## src/rtl/ela_pkg.sv

```systemverilog
// Shared types and constants for the ELA frame scheduler and its frame-SRAM arbiter.
package ela_pkg;

    localparam int unsigned IMG_W      = 128;
    localparam int unsigned IMG_ROWS   = 63;
    localparam int unsigned ROW_ADDR_W = 13;
    localparam int unsigned DATA_W     = 8;
    localparam int unsigned WR_CNT_W   = 14;
    localparam int unsigned EXP_WR_DEF = IMG_ROWS * IMG_W;

    typedef enum logic [2:0] {
        ST_IDLE = 3'd0,
        ST_CRST = 3'd1,
        ST_KICK = 3'd2,
        ST_RUN  = 3'd3,
        ST_NEXT = 3'd4,
        ST_FIN  = 3'd5
    } sched_state_t;

endpackage

```

## src/rtl/ela_mem_arb.sv

```systemverilog
// Frame-SRAM arbiter: core writes always win, host reads take any free cycle.
module ela_mem_arb
    import ela_pkg::*;
#(
    parameter int unsigned FR_W = 3
) (
    input  logic                       clk,
    input  logic                       rst,
    input  logic [FR_W-1:0]            frame_idx,
    input  logic                       core_wen,
    input  logic [ROW_ADDR_W-1:0]      core_addr,
    input  logic [DATA_W-1:0]          core_wdata,
    input  logic                       hr_req,
    input  logic [ROW_ADDR_W+FR_W-1:0] hr_addr,
    output logic                       hr_gnt,
    output logic                       hr_rvalid,
    output logic [DATA_W-1:0]          hr_rdata,
    output logic                       mem_cen,
    output logic                       mem_wen,
    output logic [ROW_ADDR_W+FR_W-1:0] mem_addr,
    output logic [DATA_W-1:0]          mem_wdata,
    input  logic [DATA_W-1:0]          mem_rdata
);

    // The core cannot stall, so its write owns the port in the same cycle.
    always_comb begin
        hr_gnt    = hr_req & ~core_wen;
        mem_cen   = 1'b0;
        mem_wen   = 1'b0;
        mem_addr  = '0;
        mem_wdata = '0;
        if (core_wen) begin
            mem_cen   = 1'b1;
            mem_wen   = 1'b1;
            mem_addr  = {frame_idx, core_addr};
            mem_wdata = core_wdata;
        end else if (hr_req) begin
            mem_cen  = 1'b1;
            mem_addr = hr_addr;
        end
    end

    // Read data arrives one cycle after the grant, matching SRAM latency.
    always_ff @(posedge clk or posedge rst) begin
        if (rst) begin
            hr_rvalid <= 1'b0;
        end else begin
            hr_rvalid <= hr_gnt;
        end
    end

    assign hr_rdata = hr_rvalid ? mem_rdata : '0;

endmodule

```

## src/rtl/ela_mem_sched.sv

```systemverilog
// ELA frame scheduler: resets and kicks the core once per frame, shares the frame SRAM with host reads.
// Define ELA_SCHED_WRCHK_EN to add the per-frame write-count check and the sticky wr_err output.
module ela_mem_sched
    import ela_pkg::*;
#(
    parameter int unsigned FR_W   = 3,
    parameter int unsigned EXP_WR = EXP_WR_DEF
) (
    input  logic                       clk,
    input  logic                       rst,
    input  logic                       start,
    input  logic [FR_W-1:0]            nframes,
    output logic                       busy,
    output logic                       job_done,
    output logic                       core_rst,
    output logic                       core_ready,
    input  logic                       core_done,
    input  logic                       core_wen,
    input  logic [ROW_ADDR_W-1:0]      core_addr,
    input  logic [DATA_W-1:0]          core_wdata,
    input  logic                       hr_req,
    input  logic [ROW_ADDR_W+FR_W-1:0] hr_addr,
    output logic                       hr_gnt,
    output logic                       hr_rvalid,
    output logic [DATA_W-1:0]          hr_rdata,
    output logic                       mem_cen,
    output logic                       mem_wen,
    output logic [ROW_ADDR_W+FR_W-1:0] mem_addr,
    output logic [DATA_W-1:0]          mem_wdata,
    input  logic [DATA_W-1:0]          mem_rdata,
`ifdef ELA_SCHED_WRCHK_EN
    output logic                       wr_err,
`endif
    output logic [FR_W-1:0]            frame_idx
);

    if (EXP_WR >= 2**WR_CNT_W) begin : g_exp_wr_range
        $error("EXP_WR does not fit the per-frame write counter");
    end

    sched_state_t    state_q, state_d;
    logic [FR_W-1:0] nframes_q, nframes_d, frame_idx_d;
    logic            busy_d, job_done_d, core_rst_d, core_ready_d;

    // State and registered outputs; the core is held in reset while rst is high.
    always_ff @(posedge clk or posedge rst) begin
        if (rst) begin
            state_q    <= ST_IDLE;
            nframes_q  <= '0;
            frame_idx  <= '0;
            busy       <= 1'b0;
            job_done   <= 1'b0;
            core_rst   <= 1'b1;
            core_ready <= 1'b0;
        end else begin
            state_q    <= state_d;
            nframes_q  <= nframes_d;
            frame_idx  <= frame_idx_d;
            busy       <= busy_d;
            job_done   <= job_done_d;
            core_rst   <= core_rst_d;
            core_ready <= core_ready_d;
        end
    end

    // Next state and frame bookkeeping.
    always_comb begin
        state_d     = state_q;
        nframes_d   = nframes_q;
        frame_idx_d = frame_idx;
        case (state_q)
            ST_IDLE: begin
                if (start) begin
                    state_d     = ST_CRST;
                    nframes_d   = nframes;
                    frame_idx_d = '0;
                end
            end
            ST_CRST: state_d = ST_KICK;
            ST_KICK: state_d = ST_RUN;
            ST_RUN: begin
                if (core_done) begin
                    state_d = ST_NEXT;
                end
            end
            ST_NEXT: begin
                if (frame_idx == nframes_q) begin
                    state_d = ST_FIN;
                end else begin
                    state_d     = ST_CRST;
                    frame_idx_d = frame_idx + FR_W'(1);
                end
            end
            ST_FIN:  state_d = ST_IDLE;
            default: state_d = ST_IDLE;
        endcase
    end

    // Outputs decoded from the next state so they line up with the state register.
    always_comb begin
        busy_d       = 1'b0;
        job_done_d   = 1'b0;
        core_rst_d   = 1'b0;
        core_ready_d = 1'b0;
        case (state_d)
            ST_CRST: begin busy_d = 1'b1; core_rst_d = 1'b1; end
            ST_KICK: begin busy_d = 1'b1; core_ready_d = 1'b1; end
            ST_RUN:  busy_d = 1'b1;
            ST_NEXT: busy_d = 1'b1;
            ST_FIN:  job_done_d = 1'b1;
            default: ;
        endcase
    end

    ela_mem_arb #(
        .FR_W (FR_W)
    ) u_arb (
        .clk        (clk),
        .rst        (rst),
        .frame_idx  (frame_idx),
        .core_wen   (core_wen),
        .core_addr  (core_addr),
        .core_wdata (core_wdata),
        .hr_req     (hr_req),
        .hr_addr    (hr_addr),
        .hr_gnt     (hr_gnt),
        .hr_rvalid  (hr_rvalid),
        .hr_rdata   (hr_rdata),
        .mem_cen    (mem_cen),
        .mem_wen    (mem_wen),
        .mem_addr   (mem_addr),
        .mem_wdata  (mem_wdata),
        .mem_rdata  (mem_rdata)
    );

`ifdef ELA_SCHED_WRCHK_EN
    logic [WR_CNT_W-1:0] wr_cnt;

    // Counts core writes per frame; a short or long frame latches wr_err until the next job.
    always_ff @(posedge clk or posedge rst) begin
        if (rst) begin
            wr_cnt <= '0;
            wr_err <= 1'b0;
        end else begin
            if (state_q == ST_CRST) begin
                wr_cnt <= '0;
            end else if (core_wen) begin
                wr_cnt <= wr_cnt + WR_CNT_W'(1);
            end
            if (state_q == ST_IDLE && start) begin
                wr_err <= 1'b0;
            end else if (state_q == ST_NEXT && wr_cnt != WR_CNT_W'(EXP_WR)) begin
                wr_err <= 1'b1;
            end
        end
    end
`endif

endmodule

```

## config.mk

```make
export PLATFORM = sky130hd
export DESIGN_NAME = ela_mem_sched
export DESIGN_NICKNAME = d
export VERILOG_FILES = /design/src/rtl/ela_pkg.sv /design/src/rtl/ela_mem_arb.sv /design/src/rtl/ela_mem_sched.sv
export SDC_FILE = /design/constraint.sdc
export NUM_CORES = 1
export LEC_CHECK = 0
export ABC_AREA = 1
export CELL_PAD_IN_SITES_DETAIL_PLACEMENT = 0
export CELL_PAD_IN_SITES_GLOBAL_PLACEMENT = 2
export CORE_UTILIZATION = 12
export CTS_BUF_LIST = sky130_fd_sc_hd__clkbuf_2 sky130_fd_sc_hd__clkbuf_4 sky130_fd_sc_hd__clkbuf_8
export DETAILED_ROUTE_END_ITERATION = 16
export GPL_ROUTABILITY_DRIVEN = 0
export PLACE_DENSITY = 0.77
export SYNTH_ARGS = -nofsm -noshare
export SYNTH_HDL_FRONTEND = slang
export SYNTH_SLANG_ARGS = --single-unit
export TNS_END_PERCENT = 50
```

## constraint.sdc

```tcl
create_clock -name clk -period 1.3 [get_ports clk]
set_clock_uncertainty 0.2 [all_clocks]
set_input_delay 0.195 -clock clk [delete_from_list [all_inputs] [get_ports clk]]
set_output_delay 0.195 -clock clk [all_outputs]
set_load 0.05 [all_outputs]
```

==> results.yml, run 1 <==
floorplanning:
  ios: 97
  rows: 32
  core-area_um2: 7810
  start_util: 0.126
  die_area_um2: 8540
  fp.dieH_um: 92.4
  fp.dieW_um: 92.4
yosys:
  synth_nets: 187
  synth_compound_area_frac: 0.147
  synth_cell_types: 25
  synthTopCellsByArea: "dfrtp_1, nand2_1, a22o_1, inv_1, nand3_1"
  synth_top_area_cell: "dfrtp_1"
  syn-instance-count: 132
  synth.avg_cell_area_um2: 7.43
  synth_top_family_by_area: "simple AND/OR/NAND/NOR gates"
  synth_top_area_share: 0.332
  synth.mux.area_fraction: 0.0153
  seq_area_frac_synth: 0.358
  yosysWarnings: 0
  synth-xor-area-share: 0.0166
  ys_ff_latch: 14
  synth_fa_ha_area_frac: 0.0128
  syn_area_um2: 981
  yosys.area_share.simple: 0.297
clock_tree:
  clk_latency_ps: 250
  clk_pin_slew_ps: 60
  clock-sinks: 14
  cts_tree: "built"
  htree_levels: 1
  ctsLongestPathBuffers: 2
  cts-root-buf: "clkbuf_8"
  cts_made_buffers: 3
timing:
  finalSetupViolCount: 25
  fin_crit_sh: 1.20
  hold_violations: 0
  rsz0062_at_grt: "true"
  tightestPinTransition_ps: 215
  setup_ws_ps: -254
  slew_headroom: 0.857
  fmax_mhz: 643
  drv_slew: 0
  timing.final.crit_period_ps: 1550
critical_path:
  cpMaxStageDelayCell: "dfrtp_2"
  required_ps: 900
  criticalPathCategory: "reg -> out"
  start_kind: "register"
  critPathMaxFanout: 6
  end_kind: "primary output"
  critPathTopFamily: "flip-flops"
  critPathMaxStageDelay_ps: 450
  crit_buf_inv: 3
  crit_chain: "buf_6, nand2_4, clkinvlp_4, buf_12"
  cp.arrival_ps: 1160
final_layout:
  antenna_cells: 0
  layout_commonest_cell: "buf_12"
  final_cell_mix: "buf_12, nand2_1, dlygate4sd2_1"
  fin_nets: 313
  fin_util: 0.397
  drive_gt1_frac: 0.541
  areaGrowthSynthToFinish_pct: 216
  fillers: 768
routing:
  wirelength_mm: 4.14
  firstDrtPassIters: 3
  antenna_left: 0
  via_per_inst: 3.63
  drtIter0Drc: 28
  wire_per_inst_um: 11.5
  drc: 0
  vias: 1304
grt:
  grtUsageMet3: 0.0172
  busiest_layer: "met2"
  groute.usage.overall: 0.0966
  use_met1: 0.121
  use_met2: 0.169
  antenna_found_initial: 0
  grt-ovfl-total: 0
  grt_pass1_wl_mm: 6.59
  grt_pass1_vias: 1333
  grt_start_max_net_pins: 24
run_status:
  violations: "negative setup slack"
  outcome: "finished with violations"
power:
  power_mw: 3.56
  p_leak_nw: 1.50
  power_density_nw_per_um2: 1150
  vdd_drop_max_mv: 0.840
placed_design:
  hpwl_mm: 3.22
  numPortBuffers: 96
  pre_cts_slack_ps: -566
job:
  drv.max_cap_violation_count: 0
hold_path:
  hold_path_class: "in -> reg"
metrics by stage:
stage          std cells  TNS [ps]  hold slack (ps)  cell area, um^2
6_report             359     -3590             43.7             3100
4_1_cts              357     -3560             39.6             3000
2_1_floorplan        132     -2750             -117             1160
5_1_grt              359     -4850             42.1             3100
3_3_place_gp         342    -15110              316             2780
3_5_place_dp         342    -15510              323             2780
power breakdown:
group          switching (mW)  internal [mW]
clock                   0.179          0.269
combinational            1.11           1.25
sequential              0.156          0.595
flip-flops by register name (all words and copies together), names as in the netlist:
name / count
core_rst: 1
core_ready: 1
state_q: 3
frame_idx: 3
u_arb.hr_rvalid: 1
nframes_q: 3
busy: 1
job_done: 1
cell usage after synthesis, drive strengths merged:
master and instances:
or2 1, a22o 13, o21ai 3, dfrtp 13
mux2 1, dfstp 1, nor3 1, xnor2 1
nand2 42, nand4 2, inv 30, clkbuf 1
nand3 8, ha 1, buf 5, nor2 6
a21oi 3
repair_timing:
action	CTS	global route
cloned	1	0
pin swaps	17	5
setup buffers	10	2
hold endpoints to repair	0	0
gates resized for setup	70	17
hold buffers	0	0
endpoints found under the setup margin	45	42
layout make-up:
type                            instances  area, um^2  share of cell area
Sequential cell                        14         357               0.115
Inverter                               30         148              0.0476
Multi-Input combinational cell         82         691               0.223
Tap cell                              102         128              0.0412
Clock buffer                            4        55.1              0.0178
Timing Repair Buffer                  127        1720               0.556
worst reg2reg max path, delay by kind of cell, from the launching register on:
family | cells | cell delay (ps)
adders and majority gates | 1 | 140
and+or+nand+nor | 3 | 380
buffers and inverters | 1 | 130
AOI/OAI and AO/OA | 1 | 130
DFF | 1 | 450
per-layer routing:
metal	wire length, um	part of all wire	vias up
met1	1650	0.40	595
met3	250	0.060	5
li1	-	-	660
met2	2180	0.53	44
met4	61	0.015	0
met5	0	0	-
final timing paths:
check / startpoint / endpoint / slack, ps / cells past startpoint
min: core_wen / u_arb.hr_rvalid / 40 / 3
max in group asynchronous: rst / core_rst / 650 / 3
max: u_arb.hr_rvalid / hr_rdata[3] / -250 / 4
min in group asynchronous: rst / core_ready / 50 / 3
min reg2reg: nframes_q[2] / nframes_q[2] / 330 / 2
max reg2reg: frame_idx[0] / frame_idx[2] / -200 / 6
kinds of logic after synthesis:
group	after synthesis
simple gates	60
buf+inv	36
compound gates	19
flops	14
xor+xnor	1
mux	1
fa+ha+maj	1
Power figures use the tool's default switching activity.
==> run 2: changes to the inputs <==
--- a/config.mk
+++ b/config.mk
@@ -16,4 +16,4 @@
 export SYNTH_ARGS = -nofsm -noshare
 export SYNTH_HDL_FRONTEND = slang
 export SYNTH_SLANG_ARGS = --single-unit
-export TNS_END_PERCENT = 50
+export TNS_END_PERCENT = 100
==> results.yml, run 2 (synthesis results as in run 1) <==
timing:
  fmax_mhz: 653
  rsz0062_at_grt: "true"
  slew_headroom: 0.860
  finalSetupViolCount: 38
  tightestPinTransition_ps: 209
  fin_crit_sh: 1.18
  timing.final.crit_period_ps: 1530
  drv_slew: 0
  hold_violations: 0
  setup_ws_ps: -231
critical_path:
  worstSetupEndpoint: "hr_rdata[2]"
  rr_endpoint: "frame_idx[2]"
  cp.arrival_ps: 1140
  critPathMaxFanout: 5
  cpMaxStageDelayCell: "dfrtp_2"
  crit_top_cell: "buf_12"
  r2r-start: "frame_idx[1]"
  end_kind: "primary output"
  critPathMaxStageDelay_ps: 430
  required_ps: 900
  crit_chain: "buf_12, nand2_4, clkinvlp_4, buf_12"
  reg2reg_depth: 6
  r2r_slack_ps: -140
  start_kind: "register"
  criticalPathCategory: "reg -> out"
  crit_start: "u_arb.hr_rvalid"
clock_tree:
  holdBufCountCts: 0
  cts-root-buf: "clkbuf_8"
  clock-sinks: 14
  clk_latency_ps: 250
  ctsLongestPathBuffers: 2
  cts_tree: "built"
  htree_levels: 1
  cts_made_buffers: 3
  clk_pin_slew_ps: 70
routing:
  wire_per_inst_um: 12.4
  drc: 0
  via_per_inst: 3.79
  vias: 1382
  wirelength_mm: 4.54
  wl_met3_um: 275
  antenna_left: 0
  drtIter0Drc: 10
  firstDrtPassIters: 4
  wl_met2_mm: 2.42
  wl_met1_mm: 1.75
  top_layer: "met4"
job:
  drv.max_cap_violation_count: 0
floorplanning:
  rows: 32
  core-area_um2: 7810
  fp.dieW_um: 92.4
  ios: 97
  fp.dieH_um: 92.4
  die_area_um2: 8540
  start_util: 0.126
placed_design:
  place_inst: 344
  numPortBuffers: 96
  place_area_um2: 2830
  hpwl_mm: 3.51
hold_path:
  hold_path_class: "in -> async"
run_status:
  outcome: "finished with violations"
  violations: "negative setup slack"
final_layout:
  layout_commonest_cell: "buf_12"
  largestRegisters: "frame_idx: 3 flops, nframes_q: 3 flops, state_q: 3 flops"
  antenna_cells: 0
  fin_util: 0.426
  final_cell_mix: "buf_12, dlygate4sd2_1, clkdlybuf4s50_1"
  areaGrowthSynthToFinish_pct: 239
  fin_nets: 319
  layout.cells.non_filler: 365
  fin_area_um2: 3330
  drive_gt1_frac: 0.646
  fillers: 757
power:
  vdd_drop_max_mv: 0.853
  p_leak_nw: 1.56
  p_clk_frac: 0.118
  netSwitchingFraction: 0.411
  power_density_nw_per_um2: 1120
  seqPwrFrac: 0.199
  switchingPower_mw: 1.54
  power_mw: 3.74
  p_int_mw: 2.20
  pwr-share-comb: 0.683
grt:
  groute.usage.overall: 0.112
  grt-ovfl-total: 0
  grt_start_max_net_pins: 21
  grt_pass1_wl_mm: 7.45
  antenna_found_initial: 0
  grt_pass1_vias: 1458
## run 2: cell count changes in the layout (fill, tap and decap cells not counted), moves of 2 or more
cell,delta
nor2_1,-2
dlymetal6s2s_1,+2
buf_8,+3
a22o_1,-2
dlygate4sd2_1,-3
nand2_4,+9
inv_2,-8
nand2_1,-19
clkinvlp_4,+9
nand2_2,+10
a22o_4,+2
## run 2: worst min-delay path by stage
stage,startpoint,endpoint,slack [ps]
after floorplan,rst,busy,-120
after global placement,state_q[2],state_q[1],300
after detailed placement,state_q[2],state_q[1],310
after CTS,rst,u_arb.hr_rvalid,70
after global routing,rst,u_arb.hr_rvalid,80
final,rst,frame_idx[0],60
## run 2: area by class of cell
| cell class | instances | area [um^2] | area share |
|---|---|---|---|
| well taps | 102 | 128 | 0.0383 |
| multi-input cells | 82 | 815 | 0.245 |
| repair buffers | 133 | 1800 | 0.540 |
| clock buffers | 4 | 55.1 | 0.0165 |
| flip-flops and latches | 14 | 357 | 0.107 |
| inverters | 30 | 179 | 0.0537 |
## run 2: worst max-delay path: cells and delay by family, from the launching register on
family	cells	cell delay, ps
flip-flops	1	430
AND/OR/NAND/NOR	1	60
buffers and inverters	3	390
## run 2: timing repair
item                                    CTS  global route
pin swaps                                18             8
setup buffers                            15             1
gates resized for setup                  91            24
endpoints found under the setup margin   44            43
gates cloned                              1             0
## run 2: metal layers
metal | vias to the layer above | GRT usage
met4 | 0 | 0.0313
li1 | 677 | -
met3 | 7 | 0.0197
met1 | 644 | 0.128
met2 | 54 | 0.209
met5 | - | 0
## run 2: metrics by stage
| stage | setup TNS [ps] | setup WS [ps] | hold slack, ps |
|---|---|---|---|
| 2_1_floorplan | -1790 | -150 | -117 |
| 3_3_place_gp | -14210 | -530 | 298 |
| 3_5_place_dp | -14680 | -562 | 309 |
| 4_1_cts | -4680 | -234 | 66.0 |
| 5_1_grt | -5820 | -275 | 78.0 |
| 6_report | -4400 | -231 | 58.9 |
## run 2: power groups by stage
stage	sequential, mW	combinational, mW	clock [mW]
finish	0.742	2.55	0.442
global route	0.759	2.71	0.483
CTS	0.737	2.48	0.457
detailed placement	0.760	2.18	0
global placement	0.752	2.16	0
floorplan	0.943	0.845	0
==> patch (flow settings as in run 2) <==
The package constant `DATA_W` goes from 8 to 12.
--- a/src/rtl/ela_pkg.sv
+++ b/src/rtl/ela_pkg.sv
@@ -5,5 +5,5 @@
     localparam int unsigned IMG_ROWS   = 63;
     localparam int unsigned ROW_ADDR_W = 13;
-    localparam int unsigned DATA_W     = 8;
+    localparam int unsigned DATA_W     = 12;
     localparam int unsigned WR_CNT_W   = 14;
     localparam int unsigned EXP_WR_DEF = IMG_ROWS * IMG_W;
Interface: changed (resized core_wdata, hr_rdata, mem_rdata and mem_wdata); port bits go from 97 to 113. The function was not compared with the original's and may differ.
==> patch against run 2 <==
The run still ends with negative setup slack left. Clock power decreased by 1%. Non-clock buffer count rose by 23. Synthesized cell count increased by 12%. Total power is 4.2% higher. Count of clock-buffer cells in the layout is the same. Sequential cell count is the same. Setup slack got worse by 0.022 ns. Sequential share of layout area down 1.6 points. Sequential power grew 0.8%. Area after synthesis up 6.0%. Wire length rose by 14%. Final area is 17% higher.
==> patch: results (changes against run 2) <==
{
  "run_status": "complete, but fails checks",
  "failed_checks": "negative setup slack",
  "nFillCells": {"value": 752, "change": "-0.66%"},
  "finalPower": {"value": 3.90, "unit": "mW", "change": "+4.2%"},
  "mappedNetlistNets": {"value": 211, "change": "+13%"},
  "intPower": {"value": 2.32, "unit": "mW", "change": "+5.5%"},
  "yosysSeqAreaShare": {"value": 33.8, "unit": "%", "change": "-2.0 points"},
  "postCtsResizedCells": {"value": 81, "change": "-11%"},
  "drive_above_1_share": {"value": 63.6, "unit": "%", "change": "-1.1 points"},
  "detail_route.wl_per_cell": {"value": 12.7, "unit": "um", "change": "+2.2%"},
  "pin_count_of_the_biggest_net_entering_global_routing": {"value": 15, "change": "-29%"},
  "rr_startpoint": "frame_idx[0]",
  "crit_arrival": {"value": 1.16, "unit": "ns", "change": "+0.02 ns"},
  "track_usage": {"value": 11.1, "unit": "%", "change": "-0.093 points"},
  "setup_slack": {"value": -0.252, "unit": "ns", "change": "-0.0215 ns"},
  "vdd_ir_drop_max": {"value": 0.912, "unit": "mV", "change": "+6.9%"},
  "critPathMaxFanout": {"value": 7, "change": "+2"},
  "numPortBuffers": {"value": 112, "change": "+17%"},
  "total_leakage_power": {"value": 1.83, "unit": "nW", "change": "+17%"},
  "report.final.setup_viol": {"value": 49, "change": "+29%"},
  "r2r_slack": {"value": -0.17, "unit": "ns", "change": "-0.03 ns"},
  "initialDrtViolationCount": {"value": 24, "change": "+14"},
  "worst_slew_margin_rel": {"value": 84.9, "unit": "%", "change": "-1.1 points"},
  "grt_pass1_wl": {"value": 7630, "unit": "um", "change": "+2.5%"},
  "post-place-ws": {"value": -0.498, "unit": "ns", "change": "+0.0634 ns"},
  "vias": {"value": 1563, "change": "+13%"},
  "nets_final": {"value": 366, "change": "+15%"}
}
==> patch: cell types whose count changed in the layout (fill, tap and decap cells not counted), sizes merged <==
| cell | before | now |
|---|---|---|
| buf | 81 | 97 |
| dlymetal6s2s | 6 | 15 |
| clkdlybuf4s50 | 18 | 44 |
| clkbuf | 5 | 4 |
| dlygate4sd2 | 27 | 0 |
| nand2 | 42 | 50 |
| clkinvlp | 17 | 25 |
==> patch: how the worst min path moves through the flow <==
stage / from / to / cells past startpoint
2_1_floorplan: rst / busy / 1
3_3_place_gp: rst / core_ready / 3
3_5_place_dp: rst / core_ready / 3
4_1_cts: rst / core_ready / 3
5_1_grt: rst / frame_idx[2] / 3
6_report: rst / core_ready / 3
==> patch: metal layers <==
layer | share of wire, % | GRT usage [%] | up-vias
li1 | - | - | 759
met1 | 36 | 12.3 | 737
met2 | 54 | 21.0 | 62
met3 | 8.6 | 2.47 | 5
met4 | 0.74 | 2.65 | 0
met5 | 0 | 0 | -
==> patch: cell families (layout without fill, tap and decap cells) <==
group	count (synthesis)	count (layout)	synth area share [%]
mux	1	1	1.44
compound gates	19	19	13.8
buf+inv	44	198	17.2
fa+ha+maj	1	1	1.20
simple gates	68	68	30.9
flops	14	14	33.8
xor+xnor	1	1	1.56
==> patch: cell type report <==
type	instances	area, um2	area share, %
clock buffers	4	55.1	1.41
inverters	38	239	6.13
well taps	105	131	3.37
multi-input cells	90	881	22.6
repair buffers	156	2240	57.4
flip-flops and latches	14	357	9.14
==> patch: per-stage QoR <==
stage	utilization [%]	std cells
6_report	47.0	407
2_1_floorplan	-	148
3_3_place_gp	38.5	381
4_1_cts	45.8	407
5_1_grt	47.0	407
3_5_place_dp	38.5	381
